## src/rtl/centroid_scanner.sv

```systemverilog
// Reads the object data table one ID at a time and streams each non-empty
// object's centroid floor(x/area), floor(y/area) over a valid/ready port.
//  state   | meaning
//  IDLE    | waiting for start, obj_id parked at 0
//  ISSUE   | obj_id driven with cur_id, read-latency counter loaded
//  WAIT    | counting down the data-table read latency
//  CAPTURE | table outputs registered; empty objects skipped here
//  DIVIDE  | LOC_W-cycle restoring divide of both sums by area
//  OUTPUT  | record presented until the consumer takes it
//  FINISH  | one-cycle done pulse
module centroid_scanner #(
  parameter int LOC_W  = 32,
  parameter int ID_W   = 8,
  parameter int RD_LAT = 2
) (
  input  logic             clk,
  input  logic             reset_n,
  input  logic             start,
  input  logic [7:0]       num_labels,
  output logic [ID_W-1:0]  obj_id,
  input  logic [LOC_W-1:0] obj_area,
  input  logic [LOC_W-1:0] obj_x,
  input  logic [LOC_W-1:0] obj_y,
  output logic             out_valid,
  input  logic             out_ready,
  output logic [ID_W-1:0]  out_id,
  output logic [LOC_W-1:0] out_cx,
  output logic [LOC_W-1:0] out_cy,
  output logic             busy,
  output logic             done
);
  localparam int WC_W  = (RD_LAT > 1) ? $clog2(RD_LAT) : 1;
  localparam int DC_W  = (LOC_W > 1) ? $clog2(LOC_W) : 1;
  localparam int CMP_W = (ID_W > 8) ? ID_W : 8;

  typedef enum logic [2:0] {IDLE, ISSUE, WAIT, CAPTURE, DIVIDE, OUTPUT, FINISH} state_t;

  state_t           state, state_nxt;
  logic [7:0]       n_lat;
  logic [ID_W-1:0]  cur_id, cur_id_nxt;
  logic [WC_W-1:0]  wait_cnt;
  logic [DC_W-1:0]  div_cnt;
  logic [LOC_W-1:0] area_r, dvd_x, dvd_y, dvd_x_nxt, dvd_y_nxt;
  logic [LOC_W:0]   rem_x, rem_y, rem_x_nxt, rem_y_nxt, trial_x, trial_y;
  logic             ge_x, ge_y, last_id;

  assign last_id = (CMP_W'(cur_id) == CMP_W'(n_lat));

  // One restoring step per cycle; the dividend register doubles as the quotient
  always_comb begin
    trial_x   = {rem_x[LOC_W-1:0], dvd_x[LOC_W-1]};
    trial_y   = {rem_y[LOC_W-1:0], dvd_y[LOC_W-1]};
    ge_x      = rem_x[LOC_W] | (trial_x >= {1'b0, area_r});
    ge_y      = rem_y[LOC_W] | (trial_y >= {1'b0, area_r});
    rem_x_nxt = ge_x ? (trial_x - {1'b0, area_r}) : trial_x;
    rem_y_nxt = ge_y ? (trial_y - {1'b0, area_r}) : trial_y;
    dvd_x_nxt = {dvd_x[LOC_W-2:0], ge_x};
    dvd_y_nxt = {dvd_y[LOC_W-2:0], ge_y};
  end

  always_ff @(posedge clk or negedge reset_n) begin
    if (!reset_n) state <= IDLE;
    else          state <= state_nxt;
  end

  always_comb begin
    state_nxt  = state;
    cur_id_nxt = cur_id;
    case (state)
      IDLE: begin
        if (start) begin
          if (num_labels == 8'd0) begin
            state_nxt = FINISH;
          end else begin
            state_nxt  = ISSUE;
            cur_id_nxt = ID_W'(1);
          end
        end
      end
      ISSUE: state_nxt = WAIT;
      WAIT: if (wait_cnt == '0) state_nxt = CAPTURE;
      CAPTURE: begin
        if (obj_area != '0) begin
          state_nxt = DIVIDE;
        end else if (last_id) begin
          state_nxt = FINISH;
        end else begin
          state_nxt  = ISSUE;
          cur_id_nxt = cur_id + 1'b1;
        end
      end
      DIVIDE: if (div_cnt == '0) state_nxt = OUTPUT;
      OUTPUT: begin
        if (out_ready) begin
          if (last_id) begin
            state_nxt = FINISH;
          end else begin
            state_nxt  = ISSUE;
            cur_id_nxt = cur_id + 1'b1;
          end
        end
      end
      FINISH:  state_nxt = IDLE;
      default: state_nxt = IDLE;
    endcase
  end

  always_ff @(posedge clk or negedge reset_n) begin
    if (!reset_n) begin
      n_lat     <= '0;
      cur_id    <= '0;
      obj_id    <= '0;
      wait_cnt  <= '0;
      div_cnt   <= '0;
      area_r    <= '0;
      dvd_x     <= '0;
      dvd_y     <= '0;
      rem_x     <= '0;
      rem_y     <= '0;
      out_valid <= 1'b0;
      out_id    <= '0;
      out_cx    <= '0;
      out_cy    <= '0;
      busy      <= 1'b0;
      done      <= 1'b0;
    end else begin
      cur_id <= cur_id_nxt;
      busy   <= (state_nxt != IDLE);
      done   <= (state_nxt == FINISH);
      // obj_id is held from ISSUE until the next ISSUE or the end of the scan
      if (state_nxt == ISSUE) begin
        obj_id <= cur_id_nxt;
      end else if (state_nxt == IDLE || state_nxt == FINISH) begin
        obj_id <= '0;
      end
      case (state)
        IDLE:  if (start) n_lat <= num_labels;
        ISSUE: wait_cnt <= WC_W'(RD_LAT - 1);
        WAIT:  if (wait_cnt != '0) wait_cnt <= wait_cnt - 1'b1;
        CAPTURE: begin
          area_r  <= obj_area;
          dvd_x   <= obj_x;
          dvd_y   <= obj_y;
          rem_x   <= '0;
          rem_y   <= '0;
          div_cnt <= DC_W'(LOC_W - 1);
        end
        DIVIDE: begin
          rem_x <= rem_x_nxt;
          rem_y <= rem_y_nxt;
          dvd_x <= dvd_x_nxt;
          dvd_y <= dvd_y_nxt;
          if (div_cnt != '0) begin
            div_cnt <= div_cnt - 1'b1;
          end else begin
            out_valid <= 1'b1;
            out_id    <= cur_id;
            out_cx    <= dvd_x_nxt;
            out_cy    <= dvd_y_nxt;
          end
        end
        OUTPUT:  if (out_ready) out_valid <= 1'b0;
        default: ;
      endcase
    end
  end
endmodule

```

## config.mk

```make
export PLATFORM = sky130hd
export DESIGN_NAME = centroid_scanner
export DESIGN_NICKNAME = d
export VERILOG_FILES = /design/src/rtl/centroid_scanner.sv
export SDC_FILE = /design/constraint.sdc
export NUM_CORES = 1
export LEC_CHECK = 0
export BUFFER_PORTS_ARGS = -buffer_cell sky130_fd_sc_hd__buf_2
export CORE_MARGIN = 3
export CORE_UTILIZATION = 55
export CTS_BUF_LIST = sky130_fd_sc_hd__clkbuf_4
export DETAILED_ROUTE_END_ITERATION = 6
export PLACE_DENSITY = 0.84
export SYNTH_ARGS = -nofsm -noshare
export SYNTH_HDL_FRONTEND = slang
export SYNTH_SLANG_ARGS = --single-unit
```

## constraint.sdc

```tcl
create_clock -name clk -period 2.7 [get_ports clk]
set_clock_uncertainty 0.15 [all_clocks]
set_input_delay 0.54 -clock clk [delete_from_list [all_inputs] [get_ports clk]]
set_output_delay 0.54 -clock clk [all_outputs]
set_load 0.1 [all_outputs]
```

==> impl_metrics.env, run 1 <==
export IMPL_final_instance_count_excl_fill=2551
export IMPL_total_power_mw=20.81
export IMPL_grt_start_max_net_pins=79
export IMPL_cp_slowest_stage_delay_ns=0.56
export IMPL_cts_root_to_sink_buffers=3
export IMPL_post_route_period_util=1.299
export IMPL_worstPathCellList="inv_2 -> ha_1 -> o21ai_2 -> nor2_2 -> a2bb2oi_4 -> a31oi_4 -> a2111oi_4 -> nor4_2 -> o211a_4 -> buf_6 -> and3_1 -> a31oi_1 -> nand2_1"
export IMPL_detailroute_via_count=17050
export IMPL_synth_fp_nets=1759
export IMPL_worstPathMaxFanout=9
export IMPL_number_of_max_cap_violations=0
export IMPL_grt_pass1_wl_um=86460
export IMPL_area_growth_syn_to_layout_pct=43.16
export IMPL_drc_errors=9
export IMPL_maxSlewViolCount=0
export IMPL_fin_nets=2336
export IMPL_core_region_area_mm2=0.02635
export IMPL_slew_headroom=0.4601
export IMPL_grt_pass1_vias=16830
export IMPL_crit_arrival_ns=3.96
export IMPL_async_reset_ff_frac=1.000
export IMPL_worstMarginPinSlew_ns=0.8080
export IMPL_layout_setup_ws_ns=-0.8062
export IMPL_cp_slowest_cell="sky130_fd_sc_hd__a2111oi_4"
export IMPL_detailedRoute_firstPassIterationCount=7
export IMPL_layout_drive_gt1_share=0.3998
export IMPL_ctsRootBufferMaster="sky130_fd_sc_hd__clkbuf_4"
export IMPL_grt_antenna_before_repair=4
export IMPL_final_period_minus_worst_setup_slack_ns=3.506
export IMPL_wl_um=63310
export IMPL_worstSetupPathType="reg2reg"
export IMPL_gp_congestion=0.9550
export IMPL_dominantRegCellSynth="sky130_fd_sc_hd__dfrtp_1"
export IMPL_syn_avg_cell_area_um2=9.401
export IMPL_detail_route_antenna_nets=0
export IMPL_floorplan_initialDensity=0.5644
export IMPL_critical_path_buf_inv_count=2
export IMPL_detail_route_vias_per_cell=6.683
export IMPL_die_width_um=170.4
export IMPL_hold_fails_final_rpt=2
export IMPL_synth_edf_count=0
export IMPL_dp_final_hpwl_um=31620
export IMPL_fmax_ghz=0.2852
export IMPL_holdCritPathClass="in2reg"
export IMPL_yosysWarningCount=0
export IMPL_tritoncts_num_buffers=74
export IMPL_setup_violations=71
export IMPL_critical_path_top_delay_family="compound AO/OA/AOI/OAI gates"
export IMPL_synth_seq_area_share=0.4543
export IMPL_ys_seq_elements=270
export IMPL_clk_latency_ns=0.81
export IMPL_static_leakage_power_nw=10.50
export IMPL_area_of_combinational_cells_with_multiple_inputs_mm2=0.008507
export IMPL_clock_sink_count=270
export IMPL_pwr_density_mw_per_mm2=977.3
export IMPL_critPathRequiredTime_ns=3.15
export IMPL_yosys_cell_types_count=70
export IMPL_die_area_mm2=0.02905
export IMPL_gr_util_all_layers=0.3740
export IMPL_rsz0062_at_grt="true"
export IMPL_cp_start_kind="flip-flop"
export IMPL_seqCellArea_mm2=0.006759
export IMPL_global_route_overflow_total=0
export IMPL_drt_first_iter_violations=2542
export IMPL_outcome="complete, but fails checks"
export IMPL_post_synth_instance_area_mm2=0.01487
export IMPL_violations="DRC, hold timing, setup timing"
export IMPL_cts_reportedPaths_clkPinSlew_ns=0.08
export IMPL_avgRoutedWirePerCell_um=24.82
export IMPL_tritoncts="done"
export IMPL_finalHoldWorstSlack_ns=-0.003750
export IMPL_irDropWorstVdd_mv=0.9053
export IMPL_ios=191
export IMPL_floorplan_rows=59
export IMPL_ctsHtreeMaxLevel=3
export IMPL_syn_instance_count=1582
export IMPL_dpl_cell_count=2278
export IMPL_portBuffers=190
export IMPL_fp_dieH_um=170.4
export IMPL_category_of_the_worst_setup_path_capture_point="flip-flop"
export IMPL_filler_cell_count=1304
[worst min-delay path, cell delays in order]
cell and delay, ns:
sky130_fd_sc_hd__buf_2 0.09, sky130_fd_sc_hd__buf_4 0.09, sky130_fd_sc_hd__nand2_1 0.03, sky130_fd_sc_hd__o21ai_0 0.08
[cell type report]
| class | count | share of cell area |
|---|---|---|
| well taps | 335 | 0.01969 |
| clock inverters | 25 | 0.006816 |
| clock buffers | 103 | 0.03631 |
| flip-flops and latches | 270 | 0.3174 |
| inverters | 49 | 0.008638 |
| diodes | 5 | 0.0005876 |
| repair buffers | 590 | 0.2110 |
| multi-input cells | 1174 | 0.3995 |
[layout by cell type (no fill, tap or decap), types with 59 or more instances in the layout]
cell | netlist | routed
sky130_fd_sc_hd__a21oi_1 | 89 | 63
sky130_fd_sc_hd__buf_2 | 14 | 189
sky130_fd_sc_hd__buf_4 | 3 | 274
sky130_fd_sc_hd__clkbuf_4 | 0 | 103
sky130_fd_sc_hd__dfrtp_1 | 270 | 268
sky130_fd_sc_hd__dlygate4sd3_1 | 0 | 89
sky130_fd_sc_hd__mux2_2 | 78 | 78
sky130_fd_sc_hd__nand2_1 | 180 | 168
sky130_fd_sc_hd__nor2_1 | 183 | 168
sky130_fd_sc_hd__o21ai_0 | 136 | 70
sky130_fd_sc_hd__o22ai_1 | 59 | 59
[worst paths after layout]
check / start / end / slack (ns) / cells after the start
max: area_r[9] / rem_x[30] / -0.81 / 13
min reg2reg: out_cy[26] / out_cy[26] / 0.36 / 1
min: obj_area[16] / area_r[16] / -0.004 / 4
min in group asynchronous: reset_n / area_r[10] / 0.19 / 2
max reg2reg: area_r[9] / rem_x[30] / -0.81 / 13
max in group asynchronous: reset_n / out_cx[5] / 1.41 / 3
[where the power goes]
group          total (mW)  internal, mW  leakage (nW)  switching (mW)
Sequential           5.95          5.07          3.46           0.890
Clock                3.88          1.80         0.547            2.08
Combinational        11.0          4.21          6.50            6.76
[metrics by stage]
| stage | hold slack [ns] | utilization | setup WS (ns) | instance area, um2 | setup TNS, ns |
|---|---|---|---|---|---|
| 2_1_floorplan | 0.09441 | - | -0.07120 | 14910 | -0.8849 |
| 3_3_place_gp | 0.3136 | 0.6829 | -0.6012 | 18000 | -20.64 |
| 3_5_place_dp | 0.3299 | 0.6829 | -0.7019 | 18000 | -29.53 |
| 4_1_cts | 0.0003039 | 0.7789 | -0.3050 | 20530 | -14.71 |
| 5_1_grt | 0.01950 | 0.8078 | -0.9012 | 21290 | -51.88 |
| 6_report | -0.003750 | 0.8080 | -0.8062 | 21290 | -42.84 |
[repair_timing]
action / CTS / global route
setup buffers: 26 / 23
gates resized for setup: 133 / 134
cloned: 3 / 5
endpoints found under the setup margin: 73 / 81
endpoints found under the hold margin: 147 / 0
hold buffers: 89 / 0
pin swaps: 44 / 44
[routing by layer]
metal	global-route usage	vias up	part of all wire
met5	0	-	0.00021
met3	0.09152	630	0.12
met2	0.6217	1662	0.46
li1	-	6815	-
met4	0.2554	2	0.10
met1	0.4269	7940	0.32
[registers in the layout, summed over array words and instances, names as in the netlist]
| signal | count |
|---|---|
| rem_x | 33 |
| rem_y | 33 |
| area_r | 32 |
| dvd_x | 32 |
| dvd_y | 32 |
| out_cx | 32 |
| out_cy | 32 |
| cur_id | 8 |
| n_lat | 8 |
| obj_id | 8 |
| out_id | 8 |
| div_cnt | 5 |
| state | 3 |
| busy | 1 |
| done | 1 |
| out_valid | 1 |
| wait_cnt | 1 |
[synth_stat cells, types with 20 or more instances]
| library cell | n | share of area |
|---|---|---|
| sky130_fd_sc_hd__clkbuf_1 | 52 | 0.013 |
| sky130_fd_sc_hd__dfrtp_1 | 270 | 0.45 |
| sky130_fd_sc_hd__mux2i_1 | 28 | 0.019 |
| sky130_fd_sc_hd__o22ai_1 | 59 | 0.025 |
| sky130_fd_sc_hd__o21ai_0 | 136 | 0.046 |
| sky130_fd_sc_hd__inv_1 | 49 | 0.012 |
| sky130_fd_sc_hd__mux2_2 | 78 | 0.059 |
| sky130_fd_sc_hd__nand3_1 | 25 | 0.0084 |
| sky130_fd_sc_hd__ha_1 | 67 | 0.056 |
| sky130_fd_sc_hd__a21oi_1 | 89 | 0.030 |
| sky130_fd_sc_hd__nand2_1 | 180 | 0.045 |
| sky130_fd_sc_hd__nor2_1 | 183 | 0.046 |
| sky130_fd_sc_hd__nor3_1 | 20 | 0.0067 |
| sky130_fd_sc_hd__a21o_1 | 24 | 0.012 |
| sky130_fd_sc_hd__xnor2_1 | 33 | 0.019 |
| sky130_fd_sc_hd__xor2_1 | 37 | 0.022 |
[cell families after synthesis]
| kind of cell | share of synthesized area |
|---|---|
| adder cells (fa/ha/maj) | 0.05906 |
| AO/OA/AOI/OAI | 0.1802 |
| AND/OR/NAND/NOR | 0.1485 |
| buffers and inverters | 0.03887 |
| XOR/XNOR | 0.04122 |
| flip-flops | 0.4543 |
| multiplexers | 0.07790 |
Note: power is estimated with default switching activity, not from simulation.
==> inputs of run 2 (changes only) <==
--- a/config.mk
+++ b/config.mk
@@ -7,10 +7,10 @@
 export LEC_CHECK = 0
 export BUFFER_PORTS_ARGS = -buffer_cell sky130_fd_sc_hd__buf_2
 export CORE_MARGIN = 3
-export CORE_UTILIZATION = 55
+export CORE_UTILIZATION = 40
 export CTS_BUF_LIST = sky130_fd_sc_hd__clkbuf_4
 export DETAILED_ROUTE_END_ITERATION = 6
-export PLACE_DENSITY = 0.84
+export PLACE_DENSITY = 0.66
 export SYNTH_ARGS = -nofsm -noshare
 export SYNTH_HDL_FRONTEND = slang
 export SYNTH_SLANG_ARGS = --single-unit
==> run 2 against run 1 <==
Die area rose by 36%. Non-clock buffer count rose by 21. Highest routed layer is now met4. Hold slack improved by 0.13 ns. Sequential cell count did not move. The flow finishes with violations (setup timing). Design area rose by 2.3%. Combinational power fell by 9%. Sequential power fell by 3%. Largest power group unchanged. Critical endpoint is now rem_y[30]. Setup slack improved by 0.34 ns. Critical path type unchanged.
==> impl_metrics.env, run 2 (synthesis gave the netlist of run 1 again) <==
export IMPL_outcome="complete, but fails checks"
export IMPL_violations="setup timing"
export IMPL_hold_fails_final_rpt=0
export IMPL_avgRoutedWirePerCell_um=18.28
export IMPL_grt_pass1_vias=15170
export IMPL_ctsHtreeMaxLevel=3
export IMPL_crit_arrival_ns=3.69
export IMPL_setup_violations=70
export IMPL_layout_drive_gt1_share=0.4007
export IMPL_total_power_mw=19.51
export IMPL_clock_sink_count=270
export IMPL_cp_start_kind="flip-flop"
export IMPL_holdCritPathClass="in2reg"
export IMPL_fp_dieH_um=198.8
export IMPL_path_common_cell="sky130_fd_sc_hd__o21ai_2"
export IMPL_finalHoldWorstSlack_ns=0.1225
export IMPL_number_of_max_cap_violations=0
export IMPL_maxSlewViolCount=0
export IMPL_setup_reg_to_reg_worst_slack_ns=-0.46
export IMPL_cp_slowest_cell="sky130_fd_sc_hd__dfrtp_2"
export IMPL_drc_errors=0
export IMPL_detail_route_antenna_nets=0
export IMPL_detailroute_via_count=14630
export IMPL_critPathRequiredTime_ns=3.22
export IMPL_global_route_overflow_total=0
export IMPL_ios=191
export IMPL_worstMarginPinSlew_ns=0.8215
export IMPL_detailedRoute_firstPassIterationCount=5
export IMPL_tritoncts="done"
export IMPL_critical_path_buf_inv_count=0
export IMPL_final_cell_area_mm2=0.02179
export IMPL_mostFrequentLayoutCells="sky130_fd_sc_hd__buf_4, sky130_fd_sc_hd__dfrtp_1, sky130_fd_sc_hd__buf_2"
export IMPL_core_region_area_mm2=0.03609
export IMPL_rsz0062_at_grt="true"
export IMPL_post_route_period_util=1.171
export IMPL_floorplan_initialDensity=0.4121
export IMPL_drt_first_iter_violations=930
export IMPL_dpl_cell_count=2418
export IMPL_worstPathCellList="ha_4 -> fa_2 -> nor2b_4 -> o21ai_2 -> a211o_1 -> and4b_1 -> o31ai_4 -> a21oi_2 -> o21ai_2 -> a311oi_2 -> mux2_2 -> nand2_1"
export IMPL_category_of_the_worst_setup_path_capture_point="flip-flop"
export IMPL_static_leakage_power_nw=10.62
export IMPL_filler_cell_count=2898
export IMPL_dpl_instance_area_mm2=0.01824
export IMPL_layout_setup_ws_ns=-0.4620
export IMPL_floorplan_rows=69
export IMPL_tritoncts_num_buffers=76
export IMPL_place_ws_ns=-0.7057
export IMPL_grt_pass1_wl_um=77650
export IMPL_fmax_ghz=0.3163
export IMPL_ctsRootBufferMaster="sky130_fd_sc_hd__clkbuf_4"
export IMPL_irDropWorstVdd_mv=0.6299
export IMPL_die_width_um=198.8
export IMPL_final_common_cell="sky130_fd_sc_hd__buf_4"
export IMPL_grt_start_max_net_pins=79
export IMPL_gp_congestion=0.9493
export IMPL_clk_latency_ns=0.77
export IMPL_largest_registers_ranked_by_flip_flop_count="rem_x x33, rem_y x33"
export IMPL_worstPathMaxFanout=4
export IMPL_pwr_density_mw_per_mm2=895.4
export IMPL_grt_antenna_before_repair=3
export IMPL_worstSetupPathType="reg2reg"
export IMPL_cts_root_to_sink_buffers=3
export IMPL_fin_nets=2359
export IMPL_cts_reportedPaths_clkPinSlew_ns=0.06
export IMPL_area_growth_syn_to_layout_pct=46.51
export IMPL_wl_um=49270
export IMPL_critical_path_top_delay_family="compound AO/OA/AOI/OAI gates"
export IMPL_slew_headroom=0.4510
export IMPL_gr_util_all_layers=0.2455
export IMPL_cp_slowest_stage_delay_ns=0.44
export IMPL_portBuffers=190
export IMPL_dp_final_hpwl_um=31850
export IMPL_die_area_mm2=0.03953
export IMPL_detail_route_vias_per_cell=5.427
export IMPL_final_period_minus_worst_setup_slack_ns=3.162
export IMPL_final_instance_count_excl_fill=2695
run 2: cell count changes in the layout (fill, tap and decap cells not counted), moves of 5 or more:
cell                            previous run  this run
sky130_fd_sc_hd__nor2_1                  168       160
sky130_fd_sc_hd__nor2_4                    6        18
sky130_fd_sc_hd__dlygate4sd3_1            89       104
sky130_fd_sc_hd__a21oi_4                   0         5
sky130_fd_sc_hd__a21oi_1                  63        58
sky130_fd_sc_hd__buf_8                     2         7
run 2: final cells by class:
cell class	instances	area (um2)	area share
multi-input cells	1174	8594	0.3944
flip-flops and latches	270	6758	0.3101
repair buffers	611	4753	0.2181
diodes	3	7.507	0.0003445
clock inverters	23	133.9	0.006144
clock buffers	104	780.7	0.03583
inverters	49	186.4	0.008555
well taps	461	576.8	0.02647
run 2: final timing paths:
| path | from | endpoint | cells past startpoint |
|---|---|---|---|
| max | area_r[0] | rem_y[30] | 12 |
| min | out_ready | out_valid | 4 |
| max reg2reg | area_r[0] | rem_y[30] | 12 |
| min reg2reg | out_cy[0] | out_cy[0] | 2 |
| max in group asynchronous | reset_n | out_cx[23] | 3 |
| min in group asynchronous | reset_n | area_r[8] | 2 |
run 2: stage by stage:
stage               utilization  TNS (ns)
finish                   0.6038    -20.34
CTS                      0.5899    -16.91
global placement         0.5053    -27.66
detailed placement       0.5053    -31.70
global route             0.6038    -28.54
floorplan                     -   -0.8849
run 2: routing by layer:
metal,share of wire,track usage
met3,0.077,0.06792
met2,0.48,0.4108
met1,0.41,0.3015
met4,0.033,0.09761
met5,0,0
run 2: repair_timing:
item,CTS,global route
hold endpoints to repair,288,0
pin swaps,54,60
setup endpoints to repair,72,84
hold buffers,104,0
gates cloned,8,0
gates resized for setup,200,118
setup buffers,32,13
run 2: worst min-delay path, delay by kind of cell:
family | cells | cell delay, ns
buffers and inverters | 1 | 0.16
and+or+nand+nor | 3 | 0.28
run 2: where the power goes:
group	total, mW	switching (mW)	internal (mW)
registers	5.78	0.709	5.07
logic	10.0	5.93	4.11
clock network	3.70	1.82	1.88
total	19.5	8.46	11.1
==> inputs of run 3 (changes only) <==
--- a/config.mk
+++ b/config.mk
@@ -5,12 +5,14 @@
 export SDC_FILE = /design/constraint.sdc
 export NUM_CORES = 1
 export LEC_CHECK = 0
+export ABC_AREA = 1
 export BUFFER_PORTS_ARGS = -buffer_cell sky130_fd_sc_hd__buf_2
 export CORE_MARGIN = 3
 export CORE_UTILIZATION = 40
 export CTS_BUF_LIST = sky130_fd_sc_hd__clkbuf_4
 export DETAILED_ROUTE_END_ITERATION = 6
-export PLACE_DENSITY = 0.66
+export GPL_TIMING_DRIVEN = 0
+export PLACE_DENSITY = 0.65
 export SYNTH_ARGS = -nofsm -noshare
 export SYNTH_HDL_FRONTEND = slang
 export SYNTH_SLANG_ARGS = --single-unit
==> run 3 against run 2 <==
The run now ends clean. Combinational power is 6% higher. Synthesized cell count is 55% higher. Die area is 14% higher. Setup slack better by 0.55 ns. Total power is 2.6% higher. Largest cell class unchanged.
==> impl_metrics.env, run 3 <==
export IMPL_cellInternalPower_mw=10.24
export IMPL_layout_drive_gt1_share=0.1654
export IMPL_dpl_instance_area_mm2=0.01869
export IMPL_clk_latency_ns=0.76
export IMPL_grt_antenna_before_repair=2
export IMPL_worstPathMaxFanout=10
export IMPL_tritoncts_num_buffers=77
export IMPL_cts_root_to_sink_buffers=3
export IMPL_fmax_ghz=0.3827
export IMPL_post_synth_most_frequent_cells="sky130_fd_sc_hd__nand2_1, sky130_fd_sc_hd__inv_1, sky130_fd_sc_hd__dfrtp_1, sky130_fd_sc_hd__nand3_1, sky130_fd_sc_hd__nor2_1"
export IMPL_number_of_max_cap_violations=0
export IMPL_holdCritPathClass="in2reg"
export IMPL_detail_route_vias_per_cell=5.109
export IMPL_ff2ff_path_depth=13
export IMPL_detail_route_antenna_nets=0
export IMPL_drt_first_iter_violations=1569
export IMPL_detailroute_via_count=17490
export IMPL_cts_reportedPaths_clkPinSlew_ns=0.07
export IMPL_rsz0062_at_grt="true"
export IMPL_post_route_util=0.5152
export IMPL_tns_ns=0
export IMPL_yosys_cell_types_count=41
export IMPL_final_common_cell="sky130_fd_sc_hd__nand2_1"
export IMPL_yosysWarningCount=0
export IMPL_gr_util_all_layers=0.2512
export IMPL_tritoncts="done"
export IMPL_filler_cell_count=4118
export IMPL_dp_final_hpwl_um=42610
export IMPL_synth_top_area_share=0.3971
export IMPL_die_area_mm2=0.04505
export IMPL_grt_pass1_wl_um=89720
export IMPL_syn_instance_count=2451
export IMPL_core_region_area_mm2=0.04139
export IMPL_floorplan_initialDensity=0.4111
export IMPL_largest_registers_ranked_by_flip_flop_count="rem_x x33, rem_y x33"
export IMPL_worstSetupPathType="reg2reg"
export IMPL_avgRoutedWirePerCell_um=16.66
export IMPL_yosys_cell_count_top_type="sky130_fd_sc_hd__nand2_1"
export IMPL_category_of_the_worst_setup_path_capture_point="flip-flop"
export IMPL_die_width_um=212.2
export IMPL_synth_seq_area_share=0.3971
export IMPL_synth_edf_count=0
export IMPL_wl_um=57060
export IMPL_async_reset_ff_frac=1.000
export IMPL_detailedRoute_firstPassIterationCount=7
export IMPL_area_growth_syn_to_layout_pct=25.31
export IMPL_fp_dieH_um=212.2
export IMPL_grt_pass1_vias=17030
export IMPL_grt_start_max_net_pins=117
export IMPL_pwr_density_mw_per_mm2=938.8
export IMPL_post_route_period_util=0.9679
export IMPL_final_period_minus_worst_setup_slack_ns=2.613
export IMPL_ios=191
export IMPL_static_leakage_power_nw=11.56
export IMPL_share_comb_of_total_power=0.531
export IMPL_mostFrequentLayoutCells="sky130_fd_sc_hd__nand2_1, sky130_fd_sc_hd__inv_1, sky130_fd_sc_hd__dfrtp_1"
export IMPL_global_route_overflow_total=0
export IMPL_irDropWorstVdd_mv=0.4347
export IMPL_ctsHtreeMaxLevel=3
export IMPL_outcome="finished, final reports clean"
export IMPL_synth_top_cells_by_area="sky130_fd_sc_hd__dfrtp_1, sky130_fd_sc_hd__nand2_1, sky130_fd_sc_hd__inv_1"
export IMPL_hold_fails_final_rpt=0
export IMPL_clock_power_share=0.184
export IMPL_holdPathStages=5
export IMPL_floorplan_rows=74
export IMPL_drc_errors=0
export IMPL_fin_nets=3013
export IMPL_total_power_mw=20.02
export IMPL_ctsRootBufferMaster="sky130_fd_sc_hd__clkbuf_4"
export IMPL_seqCellArea_mm2=0.006756
export IMPL_yosys_area_top_type="sky130_fd_sc_hd__dfrtp_1"
export IMPL_synth_fp_nets=2628
export IMPL_area_of_combinational_cells_with_multiple_inputs_mm2=0.008982
export IMPL_critPathRequiredTime_ns=3.17
export IMPL_gp_congestion=0.9602
export IMPL_syn_avg_cell_area_um2=6.942
export IMPL_slew_headroom=0.3903
export IMPL_switching_share=0.4885
export IMPL_dominantRegCellSynth="sky130_fd_sc_hd__dfrtp_1"
export IMPL_crit_arrival_ns=3.08
export IMPL_portBuffers=189
export IMPL_maxSlewViolCount=0
export IMPL_ys_seq_elements=270
export IMPL_cp_start_kind="flip-flop"
export IMPL_worstMarginPinSlew_ns=0.9146
export IMPL_post_synth_instance_area_mm2=0.01702
export IMPL_power_frac_seq=0.285
export IMPL_clock_sink_count=270
export IMPL_net_switching_power_mw=9.777
export IMPL_setup_violations=0
export IMPL_final_cell_area_mm2=0.02132
-- run 3: layout make-up --
class	instances	share of cell area
Antenna cell	2	0.0002347
Buffer	81	0.02183
Clock buffer	110	0.03873
Clock inverter	23	0.005047
Inverter	358	0.06338
Multi-Input combinational cell	1742	0.4213
Sequential cell	270	0.3169
Tap cell	532	0.03122
Timing Repair Buffer	306	0.1014
-- run 3: per-layer routing --
metal	GRT usage	part of all wire	wire length, um
met5	0	0	0
met1	0.3321	0.45	25530
met2	0.4064	0.45	25880
met3	0.05873	0.070	4019
met4	0.08763	0.028	1624
-- run 3: kinds of logic after synthesis --
logic type | synth area share
adder cells (fa/ha/maj) | 0.05162
flip-flops | 0.3971
AO/OA/AOI/OAI | 0.1046
buffers and inverters | 0.1018
AND/OR/NAND/NOR | 0.3252
XOR/XNOR | 0.01956
-- run 3: per-stage QoR --
step | setup WS, ns | hold WS, ns | std cells
6_report | 0.08674 | 0.1235 | 3424
5_1_grt | -0.02951 | 0.1321 | 3424
3_5_place_dp | -0.2124 | 0.3187 | 3174
2_1_floorplan | 0.5126 | 0.09441 | 2451
3_3_place_gp | -4.096 | 0.3009 | 3172
4_1_cts | -0.02041 | 0.06653 | 3415
-- run 3: what timing repair did --
item / in CTS / in global routing
pin swaps: 2 / 9
resized for setup: 25 / 96
cloned: 0 / 0
setup endpoints to repair: 64 / 82
hold buffers: 105 / 0
hold endpoints to repair: 166 / 0
buffers inserted: 3 / 7
-- run 3: power by group through the flow --
stage / Sequential [mW] / Clock [mW] / Combinational [mW]
after floorplan: 6.97 / 0 / 5.97
final: 5.70 / 3.69 / 10.6
after detailed placement: 5.73 / 0 / 9.82
after global placement: 5.71 / 0 / 9.70
after global routing: 5.82 / 4.02 / 11.7
after CTS: 5.66 / 3.82 / 10.1
-- run 3: path summary, 6_finish.rpt --
kind	slack, ns	to	start
hold / removal	0.12	n_lat[0]	start
setup reg to reg	0.09	rem_y[26]	area_r[6]
setup / recovery	0.09	rem_y[26]	area_r[6]
hold reg to reg	0.33	out_cx[9]	out_cx[9]
max in group asynchronous	1.21	obj_id[0]	reset_n
min in group asynchronous	0.18	rem_y[2]	reset_n
-- run 3: critical path, stage by stage (launching register included) --
cell and delay (ns):
sky130_fd_sc_hd__dfrtp_1 0.35, sky130_fd_sc_hd__inv_2 0.10, sky130_fd_sc_hd__ha_4 0.29, sky130_fd_sc_hd__nand2_1 0.10
sky130_fd_sc_hd__nor2_2 0.17, sky130_fd_sc_hd__nand4_1 0.27, sky130_fd_sc_hd__nor3b_4 0.32, sky130_fd_sc_hd__nor3_4 0.08
sky130_fd_sc_hd__buf_12 0.15, sky130_fd_sc_hd__nand2_8 0.11, sky130_fd_sc_hd__buf_12 0.15, sky130_fd_sc_hd__nand2_1 0.08
sky130_fd_sc_hd__nand3_1 0.08, sky130_fd_sc_hd__nand2_1 0.06
